[src/rtl/addsub_pkg.sv]
// Shared definitions for the serial adder/subtractor: mode encoding, FSM states and
// a constant clog2 used to size the chunk index.
package addsub_pkg;

    localparam logic ADD = 1'b0;
    localparam logic SUB = 1'b1;

    typedef enum logic [1:0] {
        IDLE,
        RUN,
        DONE
    } state_e;

    function automatic int unsigned clog2(input int unsigned n);
        int unsigned r;
        r = 0;
        for (int i = 0; i < 32; i++) begin
            if ((64'(1) << i) < 64'(n)) r = i + 1;
        end
        return r;
    endfunction

endpackage

[src/rtl/addsub_chunk.sv]
// Combinational CHUNK-bit ripple adder; also exposes the carry into the top bit so
// the caller can form signed overflow.
module addsub_chunk #(
    parameter int unsigned CHUNK = 2
) (
    input  logic [CHUNK-1:0] a,
    input  logic [CHUNK-1:0] b,
    input  logic             cin,
    output logic [CHUNK-1:0] s,
    output logic             cout,
    output logic             c_msb
);

    logic [CHUNK:0] c;

    always_comb begin
        c    = '0;
        s    = '0;
        c[0] = cin;
        for (int i = 0; i < CHUNK; i++) begin
            s[i]   = a[i] ^ b[i] ^ c[i];
            c[i+1] = (a[i] & b[i]) | (c[i] & (a[i] ^ b[i]));
        end
    end

    assign cout  = c[CHUNK];
    assign c_msb = c[CHUNK-1];

endmodule

[src/rtl/addsub_serial.sv]
// Multi-cycle two's-complement adder/subtractor: resolves CHUNK bits per cycle,
// LSB chunk first, through a registered carry, with valid/ready on both sides.
module addsub_serial
    import addsub_pkg::*;
#(
    parameter int unsigned WIDTH = 8,
    parameter int unsigned CHUNK = 2
) (
    input  logic             clk,
    input  logic             rst_n,
    input  logic             in_valid,
    output logic             in_ready,
    input  logic [WIDTH-1:0] a,
    input  logic [WIDTH-1:0] b,
    input  logic             sub,
    output logic             out_valid,
    input  logic             out_ready,
    output logic [WIDTH-1:0] s,
    output logic             cout,
    output logic             ovf,
    output logic             zero,
    output logic             neg
);

    localparam int unsigned NCHUNK = WIDTH / CHUNK;
    localparam int unsigned IDX_W  = (clog2(NCHUNK) > 0) ? clog2(NCHUNK) : 1;
    localparam logic [IDX_W-1:0] LAST_IDX = IDX_W'(NCHUNK - 1);

    if ((WIDTH % CHUNK) != 0 || WIDTH < 2 || CHUNK < 1) begin : g_bad_cfg
        $fatal(1, "addsub_serial: WIDTH must be >= 2 and a multiple of CHUNK");
    end

    state_e           state_q, state_d;
    logic [WIDTH-1:0] a_q, b_q, s_q;
    logic             carry_q, cout_q, ovf_q;
    logic [IDX_W-1:0] idx_q;

    logic [CHUNK-1:0] ch_a, ch_b, ch_s;
    logic             ch_cout, ch_cmsb;
    logic             last;

    assign ch_a = a_q[idx_q*CHUNK +: CHUNK];
    assign ch_b = b_q[idx_q*CHUNK +: CHUNK];
    assign last = (idx_q == LAST_IDX);

    addsub_chunk #(
        .CHUNK(CHUNK)
    ) u_chunk (
        .a    (ch_a),
        .b    (ch_b),
        .cin  (carry_q),
        .s    (ch_s),
        .cout (ch_cout),
        .c_msb(ch_cmsb)
    );

    always_ff @(posedge clk or negedge rst_n) begin
        if (!rst_n) state_q <= IDLE;
        else        state_q <= state_d;
    end

    always_comb begin
        state_d = state_q;
        case (state_q)
            IDLE:    if (in_valid)  state_d = RUN;
            RUN:     if (last)      state_d = DONE;
            DONE:    if (out_ready) state_d = IDLE;
            default: state_d = IDLE;
        endcase
    end

    always_ff @(posedge clk or negedge rst_n) begin
        if (!rst_n) begin
            a_q     <= '0;
            b_q     <= '0;
            s_q     <= '0;
            carry_q <= 1'b0;
            cout_q  <= 1'b0;
            ovf_q   <= 1'b0;
            idx_q   <= '0;
        end else begin
            case (state_q)
                IDLE: begin
                    if (in_valid) begin
                        // Subtraction is A + ~B + 1: invert B here, the +1 enters as carry-in.
                        a_q     <= a;
                        b_q     <= b ^ {WIDTH{sub == SUB}};
                        carry_q <= sub;
                        idx_q   <= '0;
                    end
                end
                RUN: begin
                    s_q[idx_q*CHUNK +: CHUNK] <= ch_s;
                    carry_q                   <= ch_cout;
                    idx_q                     <= idx_q + IDX_W'(1);
                    if (last) begin
                        cout_q <= ch_cout;
                        ovf_q  <= ch_cout ^ ch_cmsb;
                    end
                end
                default: ;
            endcase
        end
    end

    assign in_ready  = (state_q == IDLE);
    assign out_valid = (state_q == DONE);
    assign s         = s_q;
    assign cout      = cout_q;
    assign ovf       = ovf_q;
    // Gated by out_valid so both flags read 0 out of reset rather than reflecting s == 0.
    assign zero      = out_valid & ~|s_q;
    assign neg       = out_valid & s_q[WIDTH-1];

endmodule

[config.mk]
export PLATFORM = sky130hd
export DESIGN_NAME = addsub_serial
export DESIGN_NICKNAME = d
export VERILOG_FILES = /design/src/rtl/addsub_pkg.sv /design/src/rtl/addsub_chunk.sv /design/src/rtl/addsub_serial.sv
export SDC_FILE = /design/constraint.sdc
export NUM_CORES = 1
export LEC_CHECK = 0
export ABC_AREA = 0
export ABC_CLOCK_PERIOD_IN_PS = 7000
export CORE_UTILIZATION = 45
export DETAILED_ROUTE_END_ITERATION = 8
export MAX_ROUTING_LAYER = met4
export PLACE_DENSITY = 0.83
export SLEW_MARGIN = 10
export SYNTH_ARGS = -nofsm -noshare
export SYNTH_HDL_FRONTEND = slang
export SYNTH_SLANG_ARGS = --single-unit
[constraint.sdc]
create_clock -name clk -period 7 [get_ports clk]
set_input_delay 1.4 -clock clk [delete_from_list [all_inputs] [get_ports clk]]
set_output_delay 1.4 -clock clk [all_outputs]
set_load 0.02 [all_outputs]
==> flow_summary_export.csv <==
group,metric,value,unit
run_status,outcome,"complete, no violations",
timing,min_period,3385,ps
final_layout,area_growth,26.58,%
timing,fmax,295.4,MHz
drt,drt_wl_total,2.858,mm
floorplanning,io_pins,35,
final_layout,nFillCells,280,
cts,cts_buffers,5,
power_and_ir_drop,ir_drop,0.0002046,V
timing,fin_setup_tns,0,ps
placement,dp.cells,210,
cts,worst_skew_pair.late_latency,340,ps
final_layout,design_area,2049,um^2
floorplanning,rows,21,
timing,fin_crit_sh,48.36,%
final_layout,final_cells,218,
cts,cts_tree,"done",
worst_setup_path,crit_arrival,1980,ps
global_routing,track_usage,18.76,%
cts,post-cts-setup-buffer-count,0,
cts,clk_path_buf_depth,2,
drt,drt_iter0_markers,26,
cts,cts_hold_buf,0,
power_and_ir_drop,powerDensity,458.6,nW/um^2
floorplanning,core-area,3390,um^2
flow_run,drv_cap,0,
final_layout,drive_gt1_share,15.70,%
floorplanning,initial_utilization,47.77,%
yosys,ys_ff_latch,31,
cts,postCtsResizedCells,0,
timing,relSlewSlack,32.47,%
timing,rsz0062_at_grt,"no",
drt,drt_pre_antenna_iters,6,
placement,hpwl,2.227,mm
timing,skew,2.395,ps
placement,gp_congestion,0.8072,
worst_setup_path,criticalPathCategory,"flop to output port",
timing,finalSetupViolCount,0,
power_and_ir_drop,p_total,0.9398,mW
worst_hold_path,hold_class,"flop to flop",
cts,clkTransAtPathRegs,90,ps
timing,drv_slew,0,
floorplanning,die_area,3842,um^2
global_routing,grt_antenna_before_repair,0,
drt,vias_per_cell,5.037,
timing,finalHoldViolCount,0,
drt,vias,1098,
worst_setup_path,required,5600,ps
final_layout,postLayoutCoreUtil,60.47,%
yosys,ys_warn_count,0,
power_and_ir_drop,total_leakage_power,0.8533,nW
global_routing,grt_pass1_wl,4.850,mm
yosys,synth_area,1619,um^2
drt,wire_per_inst,13.11,um
cts,cts_root_buf,"clkbuf_4",
yosys,yosysSeqAreaShare,47.91,%
floorplanning,die_h,61.98,um
drt,antenna_left,0,
final_layout,finalNetCount,200,
worst_setup_path,critPathMaxFanout,11,
worst_setup_path,end_kind,"output port",
global_routing,grt_remaining_overflow,0,
yosys,yosysUniqueCellTypes,31,
placement,portBuffers,34,
final_layout,antenna_cells,0,
global_routing,grt_start_max_net_pins,32,
floorplanning,die_x,61.98,um
global_routing,grt_pass1_vias,1108,
placement,placed_cell_area,1981,um^2
cts,htree_levels,2,
timing,tightest_slew,1012,ps
yosys,syn-instance-count,135,
drt,drc,0,
cts,cts.sinks,31,
yosys,synthesis.nets,164,
worst_setup_path,cp-start-kind,"flop",
yosys,avgSynthCellArea,11.99,um^2
==> path summary, 6_finish.rpt <==
check	from	endpoint	slack, ps	cells past startpoint
min in group asynchronous	rst_n	s[3]$_DFFE_PN0P_	1450	2
max reg2reg	idx_q[0]$_DFFE_PN0P_	s[5]$_DFFE_PN0P_	4210	5
min reg2reg	ovf$_DFFE_PN0P_	ovf$_DFFE_PN0P_	490	2
max in group asynchronous	rst_n	b_q[6]$_DFFE_PN0P_	5270	2
min	ovf$_DFFE_PN0P_	ovf$_DFFE_PN0P_	490	2
max	state_q[0]$_DFFE_PN0P_	zero	3620	3
==> metrics by stage <==
step,hold slack (ps),worst slack [ps]
global placement,465.3,3777
finish,489.2,3615
detailed placement,483.9,3700
global route,536.5,3504
floorplan,475.2,4394
CTS,500.0,3602
==> layout by cell type (no fill, tap or decap), types with 3 or more instances in the layout <==
master	count
dfrtp_1	31
ha_1	6
nand2b_1	5
mux2_2	9
clkdlybuf4s50_1	34
inv_1	3
xnor2_1	9
clkbuf_4	5
mux4_2	4
o21ai_0	4
nand3b_1	3
nor2_1	12
o31ai_1	5
nand2_1	11
a21oi_1	9
==> sequential cells by signal, summed over array words and instances (netlist names) <==
name	cells
carry_q	1
idx_q	2
b_q	8
state_q	2
a_q	8
ovf	1
s	8
cout	1
==> cell type report <==
class,instances,area (um^2),share of cell area (%)
timing repair buffer,35,347.8,16.97
multi-input combinational,95,788.3,38.46
tap,46,57.56,2.808
sequential,31,775.7,37.85
clock buffer,8,68.82,3.358
inverter,3,11.26,0.5494
==> cell usage after synthesis (all sizes together) <==
library cell   n  area share (%)
inv            3            0.70
xnor2          9             4.9
a22oi          1            0.46
buf            5             2.5
and3           1            0.39
nor3b          1             1.2
nand2b         5             1.9
nor4bb         1            0.62
mux2          11             8.1
nor2          12             2.8
mux4           4             5.6
and2b          2             1.1
nand3b         4             2.6
dfrtp         31              48
and2           1            0.39
ha             6             4.6
nor4           2            0.77
fa             2             2.5
o31ai          5             2.3
o41ai          2             1.1
o21ai          4             1.2
o21bai         1            0.46
a21oi          9             2.8
nand2         12             2.9
clkbuf         1            0.23
==> power by group <==
group | internal (mW) | switching, mW
Clock | 0.0590 | 0.0584
Sequential | 0.260 | 0.0814
Combinational | 0.250 | 0.231
Total | 0.569 | 0.371
==> critical path, cell delays in order (launching register included) <==
cell and delay, ps:
dfrtp_1 550, and2b_1 340, and3_1 170, clkdlybuf4s50_1 590
==> cell families after synthesis <==
kind of cell	share of synthesized area, %
multiplexers	13.68
XOR/XNOR	4.869
AO/OA/AOI/OAI	8.347
flip-flops	47.91
buffers and inverters	3.400
adder cells (fa/ha/maj)	7.110
AND/OR/NAND/NOR	14.68
==> routing by layer <==
layer	part of all wire, %	track usage (%)	vias up
met2	51	31.61	35
met1	43	20.51	511
met4	1.7	6.984	0
met5	0	-	-
met3	4.8	6.211	7
li1	-	-	545
Note: power is estimated with default switching activity, not from simulation.
